[src/rtl/cordic_arbiter.sv]
// cordic_arbiter: two-requester round-robin front end for a shared
// combinational CORDIC unit, with operand capture, settle timer and
// a held response until the consumer accepts it.
//
// Ports:
//   clk, rst                  clock, synchronous active-high reset
//   reqK_valid/ready          requester K handshake (K=0,1)
//   reqK_mode                 1=trig (sin/cos), 0=rotate (x,y)
//   reqK_angle, reqK_x/y      Q4.28 operands
//   cu_trig_rot, cu_angle,
//   cu_xi, cu_yi              operands to the CORDIC unit (registered)
//   cu_sin/cos/xr/yr          CORDIC unit results
//   rsp_valid/ready, rsp_id,
//   rsp_a, rsp_b              response (trig: sin,cos; rotate: xr,yr)
//   busy                      high whenever not IDLE
//
// Optional macro CORDIC_ARB_QUADRANT_EN folds angles beyond +-pi/2
// into range by +-pi and negates both results.
module cordic_arbiter #(
    parameter int N      = 32,
    parameter int SETTLE = 4
) (
    input  logic         clk,
    input  logic         rst,
    input  logic         req0_valid,
    output logic         req0_ready,
    input  logic         req0_mode,
    input  logic [N-1:0] req0_angle,
    input  logic [N-1:0] req0_x,
    input  logic [N-1:0] req0_y,
    input  logic         req1_valid,
    output logic         req1_ready,
    input  logic         req1_mode,
    input  logic [N-1:0] req1_angle,
    input  logic [N-1:0] req1_x,
    input  logic [N-1:0] req1_y,
    output logic         cu_trig_rot,
    output logic [N-1:0] cu_angle,
    output logic [N-1:0] cu_xi,
    output logic [N-1:0] cu_yi,
    input  logic [N-1:0] cu_sin,
    input  logic [N-1:0] cu_cos,
    input  logic [N-1:0] cu_xr,
    input  logic [N-1:0] cu_yr,
    output logic         rsp_valid,
    input  logic         rsp_ready,
    output logic         rsp_id,
    output logic [N-1:0] rsp_a,
    output logic [N-1:0] rsp_b,
    output logic         busy
);

    localparam logic [1:0] S_IDLE = 2'd0;
    localparam logic [1:0] S_WAIT = 2'd1;
    localparam logic [1:0] S_RESP = 2'd2;

    logic [1:0]   r_state;
    logic [3:0]   r_cnt;
    logic         r_last;
    logic         r_mode;
    logic [N-1:0] r_angle;
    logic [N-1:0] r_x;
    logic [N-1:0] r_y;
    logic         r_id;
    logic         r_rsp_valid;
    logic         r_rsp_id;
    logic [N-1:0] r_rsp_a;
    logic [N-1:0] r_rsp_b;

    logic         w_idle;
    logic         w_gnt1;
    logic         w_acc;
    logic [N-1:0] w_sel_a;
    logic [N-1:0] w_sel_b;
    logic [N-1:0] w_res_a;
    logic [N-1:0] w_res_b;
    logic [N-1:0] w_cu_angle;

    assign w_idle = (r_state == S_IDLE);

    // req1 wins alone, or on a tie when req0 was granted last.
    assign w_gnt1 = req1_valid & (~req0_valid | ~r_last);

    assign req0_ready = ~rst & w_idle & req0_valid & ~w_gnt1;
    assign req1_ready = ~rst & w_idle & w_gnt1;
    assign w_acc      = req0_ready | req1_ready;

    assign w_sel_a = r_mode ? cu_sin : cu_xr;
    assign w_sel_b = r_mode ? cu_cos : cu_yr;

`ifdef CORDIC_ARB_QUADRANT_EN
    localparam logic [63:0]  PI_W  = {32'h3243F6A9, 32'h0};
    localparam logic [63:0]  PI2_W = {32'h1921FB54, 32'h0};
    localparam logic [N-1:0] PI    = PI_W[63 -: N];
    localparam logic [N-1:0] PI_2  = PI2_W[63 -: N];
    localparam logic [N-1:0] NPI_2 = -PI_2;

    logic w_hi;
    logic w_lo;

    assign w_hi = $signed(r_angle) > $signed(PI_2);
    assign w_lo = $signed(r_angle) < $signed(NPI_2);

    assign w_cu_angle = w_hi ? r_angle - PI :
                        w_lo ? r_angle + PI : r_angle;
    assign w_res_a    = (w_hi | w_lo) ? -w_sel_a : w_sel_a;
    assign w_res_b    = (w_hi | w_lo) ? -w_sel_b : w_sel_b;
`else
    assign w_cu_angle = r_angle;
    assign w_res_a    = w_sel_a;
    assign w_res_b    = w_sel_b;
`endif

    always_ff @(posedge clk) begin
        if (rst) begin
            r_state     <= S_IDLE;
            r_cnt       <= 4'd0;
            r_last      <= 1'b1;
            r_mode      <= 1'b0;
            r_angle     <= '0;
            r_x         <= '0;
            r_y         <= '0;
            r_id        <= 1'b0;
            r_rsp_valid <= 1'b0;
            r_rsp_id    <= 1'b0;
            r_rsp_a     <= '0;
            r_rsp_b     <= '0;
        end else begin
            case (r_state)
                S_IDLE: begin
                    if (w_acc) begin
                        r_mode  <= w_gnt1 ? req1_mode  : req0_mode;
                        r_angle <= w_gnt1 ? req1_angle : req0_angle;
                        r_x     <= w_gnt1 ? req1_x     : req0_x;
                        r_y     <= w_gnt1 ? req1_y     : req0_y;
                        r_id    <= w_gnt1;
                        r_last  <= w_gnt1;
                        r_cnt   <= 4'd0;
                        r_state <= S_WAIT;
                    end
                end
                S_WAIT: begin
                    // Counter reaches SETTLE-1 on the SETTLE-th edge.
                    if (r_cnt == 4'(SETTLE - 1)) begin
                        r_rsp_a     <= w_res_a;
                        r_rsp_b     <= w_res_b;
                        r_rsp_id    <= r_id;
                        r_rsp_valid <= 1'b1;
                        r_state     <= S_RESP;
                    end else begin
                        r_cnt <= r_cnt + 4'd1;
                    end
                end
                S_RESP: begin
                    if (rsp_ready) begin
                        r_rsp_valid <= 1'b0;
                        r_state     <= S_IDLE;
                    end
                end
                default: r_state <= S_IDLE;
            endcase
        end
    end

    assign cu_trig_rot = r_mode;
    assign cu_angle    = w_cu_angle;
    assign cu_xi       = r_x;
    assign cu_yi       = r_y;
    assign rsp_valid   = r_rsp_valid;
    assign rsp_id      = r_rsp_id;
    assign rsp_a       = r_rsp_a;
    assign rsp_b       = r_rsp_b;
    assign busy        = ~w_idle;

endmodule

[config.mk]
export PLATFORM = sky130hd
export DESIGN_NAME = cordic_arbiter
export DESIGN_NICKNAME = d
export VERILOG_FILES = /design/src/rtl/cordic_arbiter.sv
export SDC_FILE = /design/constraint.sdc
export NUM_CORES = 1
export LEC_CHECK = 0
export ABC_AREA = 1
export BUFFER_PORTS_ARGS = -buffer_cell sky130_fd_sc_hd__buf_2
export CORE_AREA = 2 2 193 195
export CTS_CLUSTER_SIZE = 30
export DETAILED_ROUTE_END_ITERATION = 10
export DIE_AREA = 0 0 195 197
export SYNTH_ARGS = -nofsm -noshare
export SYNTH_HDL_FRONTEND = slang
export SYNTH_SLANG_ARGS = --single-unit
[constraint.sdc]
create_clock -name clk -period 1.4 [get_ports clk]
set_clock_uncertainty 0.2 [all_clocks]
set_input_delay 0.14 -clock clk [delete_from_list [all_inputs] [get_ports clk]]
set_output_delay 0.14 -clock clk [all_outputs]
set_load 0.01 [all_outputs]
Word level (Yosys, flattened, before mapping) --
Index checks and enable logic that the tools add are counted.
Storage, ports and cells: bits in registers 171, bits of input ports 327, output and inout port bits 166, logic and storage cells 56
Operators by class: add/subtract/negate cells 1, equal/unequal tests 7, mux-type cells 16, bitwise gates (word level) 12, reductions and logical operators 8
Operators by type and width (number):
- $mux W32 | 5
- $reduce_and A3 Y1 | 3
- $mux W4 | 2
- $pmux W4 S2 | 1
- $mux W2 | 3
- $ne A2 B2 Y1 const B | 3
- $pmux W2 S3 | 1
- $and A1 B1 Y1 | 5
- $not A1 Y1 | 5
- $add A4 B1 Y4 const B | 1
- $eq A4 B2 Y1 const B | 1
- $reduce_and A2 Y1 | 2
- $reduce_bool A2 Y1 | 2
- $mux W1 | 3
- $eq A2 B1 Y1 const B | 1
- $eq A2 B2 Y1 const B | 1
- $logic_not A2 Y1 | 1
- $ne A2 B1 Y1 const B | 1
- $or A1 B1 Y1 | 2
- $pmux W1 S2 | 1

Depth between registers and ports, before layout --
Gate-level depths: netlist (run 1).
word-level depth 8, depth in mapped cells 9, mapped depth without buffers 8

Least setup slack after synthesis (run 1) --
OpenSTA, ideal clock, no wires.
path kind register -> register, start point register r_state[1], end point register r_angle[24] (netlist: cu_angle[24]), arrival time 1175 ps, path slack -87 ps, cell stages (with the launch flop) 9, path buffers 2, path through dfxtp_1 nor2_2 nand3_2 o21ai_2 buf_6 buf_6 nand3_1 nand2_1 nor2_1
On the way: word-level cells in the longest chain between the ends 6
Ends and longest elaborated chain:
- from (decl) | line 57 | logic [1:0] r_state;
- from (signal assigned) | line 116 | r_state <= S_IDLE;
- from (signal assigned) | line 139 | r_state <= S_WAIT;
- from (signal assigned) | line 149 | r_state <= S_RESP;
- $logic_not A2 Y1 * | line 79, 129
- $and A1 B1 Y1 | line 84, 85
- $and A1 B1 Y1 (2 in series) | line 84 | assign req0_ready = ~rst & w_idle & req0_valid & ~w_gnt1;
- $or A1 B1 Y1 | line 86 | assign w_acc = req0_ready | req1_ready;
- $reduce_and A2 Y1 (no source line) *
- to (signal assigned) | line 133 | r_angle <= w_gnt1 ? req1_angle : req0_angle;
- to (decl) | line 61 | logic [N-1:0] r_angle;
Mark *: on every way between the ends. The rest lies on a longest branch, timed or not. A chain may end at the register's enable or synchronous reset.

Final worst setup path (run 1) --
start point register r_state[1], end point register r_x[16] (netlist: cu_xi[16])
On the way: word-level cells in the longest chain between the ends 6
Ends and longest elaborated chain:
- $logic_not A2 Y1 * | line 79, 129
- $and A1 B1 Y1 | line 84, 85
- $and A1 B1 Y1 (2 in series) | line 84
- $or A1 B1 Y1 | line 86
- $reduce_and A2 Y1 (no source line) *
- to (signal assigned) | line 134 | r_x <= w_gnt1 ? req1_x : req0_x;
- to (decl) | line 62 | logic [N-1:0] r_x;
Marks and branches as above.

==> results of run 1 <==
==> registers in the layout, summed over array words and instances, names as in the netlist, 2 cells and up <==
register and count:
cu_angle 32, cu_xi 32, cu_yi 32, rsp_a 32, rsp_b 32, r_cnt 4, r_state 2
==> what timing repair did <==
action,CTS,global route
gates cloned,30,7
gates resized for setup,244,164
hold endpoints to repair,166,0
hold buffers,324,0
pin swaps,32,57
setup buffers,36,12
setup endpoints to repair,177,179
==> where the power goes <==
part | leakage (nW) | internal, W | switching (W)
clock | 0.297 | 0.00265 | 0.00225
sequential | 1.40 | 0.00518 | 0.000202
combinational | 6.56 | 0.00247 | 0.00218
total | 8.26 | 0.0103 | 0.00463
==> per-stage QoR <==
step           setup WS, ps  utilization  area, µm²  instances  hold WS [ps]
2_1_floorplan         -62.6            -       7850       1089          1.65
3_3_place_gp           -251        0.308      11200       2044           226
3_5_place_dp           -286        0.308      11200       2044           239
4_1_cts                -400        0.470      17000       2466          45.9
5_1_grt                -455        0.485      17600       2471          85.0
6_report               -385        0.485      17600       2474          75.9
==> routing by layer <==
layer  wire length, µm  GRT usage
met1             16000      0.225
met2             21000      0.356
met3              3610     0.0630
met4              2990      0.148
met5                 9          0
==> kinds of logic (layout without fill, tap and decap cells) <==
kind of cell | after synthesis | after routing | synth area share
simple gates | 622 | 622 | 0.322
flops | 171 | 171 | 0.442
compound gates | 136 | 136 | 0.0887
buf+inv | 94 | 1007 | 0.0622
mux | 64 | 64 | 0.0827
fa+ha+maj | 1 | 1 | 0.00162
xor+xnor | 1 | 1 | 0.00113
other cells | 0 | 4 | 0
==> cell type report <==
cell class	count	area [µm²]
multi-input combinational	824	4940
clock inverter	13	129
fill	3038	18700
tap	468	586
inverter	14	67.6
clock buffer	19	464
timing repair buffer	961	7950
sequential	171	3440
antenna	4	10.0
==> worst min path at each step <==
stage,depth (start not counted),slack [ps],end,start
global placement,3,230,rsp_a[8],cu_xr[8]
global route,6,90,r_id,rst
CTS,6,50,r_id,rst
finish,6,80,r_id,rst
floorplan,1,2,r_state[1],rst
detailed placement,3,240,rsp_b[15],cu_yr[15]
==> cells in the final DEF (no fill, tap or decap), types with 2 or more instances in the layout <==
cell | synthesis | final
dlygate4sd3_1 | 0 | 324
a21oi_1 | 68 | 32
inv_1 | 10 | 7
buf_2 | 28 | 487
nor2_1 | 206 | 179
o21ai_1 | 36 | 22
clkbuf_16 | 0 | 25
clkinv_4 | 0 | 4
inv_2 | 4 | 3
diode_2 | 0 | 4
buf_16 | 0 | 18
nand3_1 | 104 | 6
o21ai_0 | 30 | 10
a21oi_2 | 0 | 35
nand2_4 | 0 | 2
o21ai_2 | 1 | 29
nor2_4 | 0 | 8
buf_12 | 0 | 28
inv_6 | 0 | 5
nand2_2 | 1 | 27
nand2_1 | 303 | 274
nand3_2 | 1 | 89
clkinv_2 | 0 | 3
nand4_1 | 3 | 3
buf_4 | 11 | 41
nand3_4 | 0 | 10
dfxtp_1 | 171 | 158
inv_8 | 0 | 2
o21ai_4 | 0 | 6
nor2_2 | 3 | 22
inv_4 | 0 | 2
buf_6 | 7 | 33
dfxtp_2 | 0 | 12
buf_8 | 0 | 21
mux2i_1 | 64 | 64
==> critical path, delay by kind of cell, from the launching register on <==
kind	cells	cell delay (ps)
AOI/OAI and AO/OA	1	70
buffers and inverters	5	660
DFF	1	340
and+or+nand+nor	5	410
==> key figures, run 1 <==
Yosys
  • Top post-synthesis cells by area: dfxtp_1 (44%), nand2_1 (15%), nor2_1 (10%)
  • Syn Std Cell Area: slightly below 8000 µm²
  • Ys Warns: 0
  • Synth unique cells: 24
  • Top-area cell type share of the netlist area: 0.442
  • Top-count cell post-synth: nand2_1
  • FFs w/ async S/R, synth: 0
  • Commonest cells in the netlist: nand2_1 (303), nor2_1 (206), dfxtp_1 (171), nand3_1 (104), a21oi_1 (68)
  • Post-synth top flop: dfxtp_1
  • Post-synth EDFFs: 0
  • Flip-flop and latch count after synthesis: 171
  • Seq/Total Area, Yosys: 0.442
  • Mean Syn Cell Area: 7.11 µm²
  • Mapped Cells: 1089
  • Synth area leader: dfxtp_1
  • Post-Syn Nets: 1417

Timing
  • Tcrit/Tclk final: 1.28
  • RSZ-0062 raised after global routing: true
  • Final Hold Fails: 0
  • Slew margin rel.: 0.669
  • Setup TNS: -51610 ps
  • Fmax: 0.560 GHz
  • Final setup violation count: ~170
  • Fin. max-slew vios: 0
  • Min setup slack post-route: -385 ps
  • Fin crit period: between 1500 and 2000 ps
  • Slew at the pin with the worst max-slew slack: a little under 500 ps

Route
  • 1st-iter DRT viols: roughly 700
  • Avg WL per Cell: 17.6 µm
  • Routed Antenna Nets: 0
  • Detailed Routing Iterations Pass 1: 7
  • Vias/cell: roughly 4.7
  • Final wirelength: 43700 µm
  • DR DRC count: 0
  • Routed vias: around 12000

Die
  • Chip width: about 200 µm
  • Chip height: just under 200 µm
  • I/O Pins: about 490
  • Initial Util: 0.214
  • Site Rows: 70
  • Core area: roughly 36000 µm²
  • Die area: between 30000 and 40000 µm²

Critical path
  • Slowest CP cell: dfxtp_2
  • Critical path class: flop to flop
  • Crit path launch type: flop
  • Crit path from: r_state[1]
  • CP max stage delay: 340 ps
  • Crit path max fanout: 7
  • Capturing point of the worst reg2reg path: cu_xi[16]
  • Required @ worst endpoint: 1550 ps
  • Critical Path End Type: flop
  • R2R Path Start: r_state[1]
  • Crit-path cells: nor2_4 -> nand3_4 -> buf_6 -> o21ai_4 -> buf_6 -> buf_12 -> buf_12 -> buf_4 -> nand3_2 -> nand2_2 -> nor2_1
  • Worst r2r path cells: 11
  • WP data arrival: between 1500 and 2000 ps
  • R2r setup slk: -390 ps
  • Crit path to: cu_xi[16]

Hold path
  • Hold Path Class: input port to flop

Pwr
  • Leakage: 8.26 nW
  • Total power: roughly 0.015 W
  • Max rail drop VDD: 0.852 mV
  • PD cells: between 800 and 900 nW/µm²

CTS
  • CTS HTree Levels: 4
  • Worst-skew pair later-pin latency: 450 ps
  • CTS tree: done
  • Clock Root Buffer: clkbuf_16
  • Cts bufs inserted: 17
  • CTS clk-pin slew, worst paths: about 70 ps
  • Clock sinks: approximately 170
  • Clock Tree Buf Depth: 2

Finish
  • Layout cells sized above 1: 0.460
  • Nets: 2317
  • Synth-to-Final Area Change: 127%

Global route
  • Initial antenna violation count: 3
  • GRT overflow: 0
  • First-pass GRT wire length: between 60000 and 70000 µm
  • Global Route Usage Sum: 0.210
  • Largest net degree at the start of global routing: 69
  • Number of global-route vias before repair: 12200

Placement
  • Detailed placement HPWL: around 22000 µm
  • IO Port Bufs: just under 500
  • Routability cong.: 0.864

Outcome
  • Failing checks: setup timing
  • Outcome: finished with violations

Job
  • Max Cap Violations: 0
Note: power is estimated with default switching activity, not from simulation.
==> inputs of run 2 (changes only) <==
==> config.mk (replaced) <==
export PLATFORM = sky130hd
export DESIGN_NAME = cordic_arbiter
export DESIGN_NICKNAME = d
export VERILOG_FILES = /design/src/rtl/cordic_arbiter.sv
export SDC_FILE = /design/constraint.sdc
export NUM_CORES = 1
export LEC_CHECK = 0
export ABC_AREA = 1
export CORE_AREA = 2 2 194 196
export CTS_CLUSTER_SIZE = 30
export DETAILED_ROUTE_END_ITERATION = 10
export DIE_AREA = 0 0 196 198
export DONT_BUFFER_PORTS = 1
export SYNTH_ARGS = -nofsm -noshare
export SYNTH_HDL_FRONTEND = slang
export SYNTH_SLANG_ARGS = --single-unit
export TNS_END_PERCENT = 10
==> run 2 against run 1 <==
Net effect: the flow now stops in clock tree synthesis; area after synthesis unchanged; synthesized cell count unchanged.
==> key figures, run 2 <==
Outcome
  • Outcome: did not finish
  • Halt Stage: clock tree synthesis
  • Error: [ERROR RSZ-0060] Max buffer count reached.

Yosys
  • Ys Warns: 0
  • Flip-flop and latch count after synthesis: between 150 and 200
  • Top-area cell type share of the netlist area: 0.442
  • Commonest cells in the netlist: nand2_1 (303), nor2_1 (206), dfxtp_1 (171), nand3_1 (104), a21oi_1 (68)
  • Post-synth top flop: dfxtp_1
  • Post-Syn Nets: about 1400
  • Synth unique cells: 24
  • Top post-synthesis cells by area: dfxtp_1 (44%), nand2_1 (15%), nor2_1 (10%)
  • Syn Std Cell Area: about 7700 µm²
  • FFs w/ async S/R, synth: 0
  • Seq/Total Area, Yosys: 0.442
  • Synth area leader: dfxtp_1
  • Top-count cell post-synth: nand2_1
  • Mean Syn Cell Area: 7.11 µm²
  • Mapped Cells: roughly 1100
  • Post-synth EDFFs: 0

Die
  • Initial Util: 0.210
  • Chip height: about 200 µm
  • Site Rows: 71
  • I/O Pins: approximately 500
  • Chip width: around 200 µm

Placement
  • Routability cong.: around 0.91
  • Detailed placement HPWL: about 19000 µm
  • IO Port Bufs: 0
  • Placed cell area: 8660 µm²
  • DP Worst Slack: -292 ps

CTS
  • Post-CTS Setup Inserts: 8
  • Clock Tree Buf Depth: 2
  • Clock sinks: 171
  • Clock Root Buffer: clkbuf_16
  • Post-CTS sizing: 48
  • CTS HTree Levels: 4
  • CTS Hold Bufs: between 300 and 400
  • Cts bufs inserted: 17
run 2: cell counts after synthesis:
No cell type changed its count.
run 2: kinds of logic after synthesis:
| group | count (synthesis) | share of synthesized area |
|---|---|---|
| fa+ha+maj | 1 | 0.00162 |
| xor+xnor | 1 | 0.00113 |
| mux | 64 | 0.0827 |
| simple gates | 622 | 0.322 |
| buf+inv | 94 | 0.0622 |
| compound gates | 136 | 0.0887 |
| flops | 171 | 0.442 |
run 2: per-stage QoR:
| stage | instances | TNS (ps) |
|---|---|---|
| after floorplan | 1089 | -6970 |
| after global placement | 1555 | -34220 |
| after detailed placement | 1555 | -38140 |
==> inputs of run 3 (changes only) <==
--- a/config.mk
+++ b/config.mk
@@ -6,11 +6,11 @@
 export NUM_CORES = 1
 export LEC_CHECK = 0
 export ABC_AREA = 1
-export CORE_AREA = 2 2 194 196
-export CTS_CLUSTER_SIZE = 30
+export CORE_AREA = 2 2 191 193
 export DETAILED_ROUTE_END_ITERATION = 10
-export DIE_AREA = 0 0 196 198
+export DIE_AREA = 0 0 193 195
 export DONT_BUFFER_PORTS = 1
+export PLACE_DENSITY_LB_ADDON = 0.15
 export SYNTH_ARGS = -nofsm -noshare
 export SYNTH_HDL_FRONTEND = slang
 export SYNTH_SLANG_ARGS = --single-unit
==> constraint.sdc (replaced) <==
create_clock -name clk -period 1.8 [get_ports clk]
set_clock_uncertainty 0.2 [all_clocks]
set_input_delay 0.18 -clock clk [delete_from_list [all_inputs] [get_ports clk]]
set_output_delay 0.18 -clock clk [all_outputs]
set_load 0.01 [all_outputs]
==> run 3 against run 2 <==
Net effect: the flow again stops in clock tree synthesis; synthesized cell count did not move; area after synthesis unchanged.
==> key figures, run 3 <==
Outcome
  • Outcome: did not finish
  • Halt Stage: clock tree synthesis
  • Error: [ERROR RSZ-0060] Max buffer count reached.

Yosys
  • Ys Warns: 0
  • Synth unique cells: 24
  • Post-synth EDFFs: 0
  • Flip-flop and latch count after synthesis: approximately 170
  • Mapped Cells: between 1000 and 1500
  • Top post-synthesis cells by area: dfxtp_1 (44%), nand2_1 (15%), nor2_1 (10%)
  • Mean Syn Cell Area: between 7 and 8 µm²
  • Syn Std Cell Area: 7740 µm²
  • Post-Syn Nets: ~1400
  • Top-count cell post-synth: nand2_1
  • Seq/Total Area, Yosys: 0.442
  • Post-synth top flop: dfxtp_1
  • FFs w/ async S/R, synth: 0
  • Commonest cells in the netlist: nand2_1 (303), nor2_1 (206), dfxtp_1 (171), nand3_1 (104), a21oi_1 (68)
  • Top-area cell type share of the netlist area: 0.442
  • Synth area leader: dfxtp_1

Die
  • Initial Util: 0.219
  • Chip height: 195 µm
  • Chip width: between 150 and 200 µm
  • I/O Pins: 493
  • Site Rows: 69

Placement
  • Placed cell area: roughly 8400 µm²
  • Routability cong.: about 0.76
  • IO Port Bufs: 0
  • Detailed placement HPWL: approximately 20000 µm

CTS
  • Clock sinks: 171
  • Post-CTS sizing: 13
  • CTS Hold Bufs: 310
  • Clock Tree Buf Depth: 2
  • CTS HTree Levels: 4
  • Post-CTS Setup Inserts: 4
  • Cts bufs inserted: 17
  • Clock Root Buffer: clkbuf_16
[run 3: cell counts after synthesis]
No cell type changed its count.
[run 3: cells by family after synthesis]
logic type | after synthesis | share of synthesized area
mux | 64 | 0.0827
buf+inv | 94 | 0.0622
flops | 171 | 0.442
compound gates | 136 | 0.0887
xor+xnor | 1 | 0.00113
fa+ha+maj | 1 | 0.00162
simple gates | 622 | 0.322
[run 3: stage by stage]
stage	std cells	utilization	hold slack (ps)	worst slack (ps)
after floorplan	1089	-	49.1	313
after global placement	1509	0.237	52.8	107
after detailed placement	1509	0.237	53.6	90.0
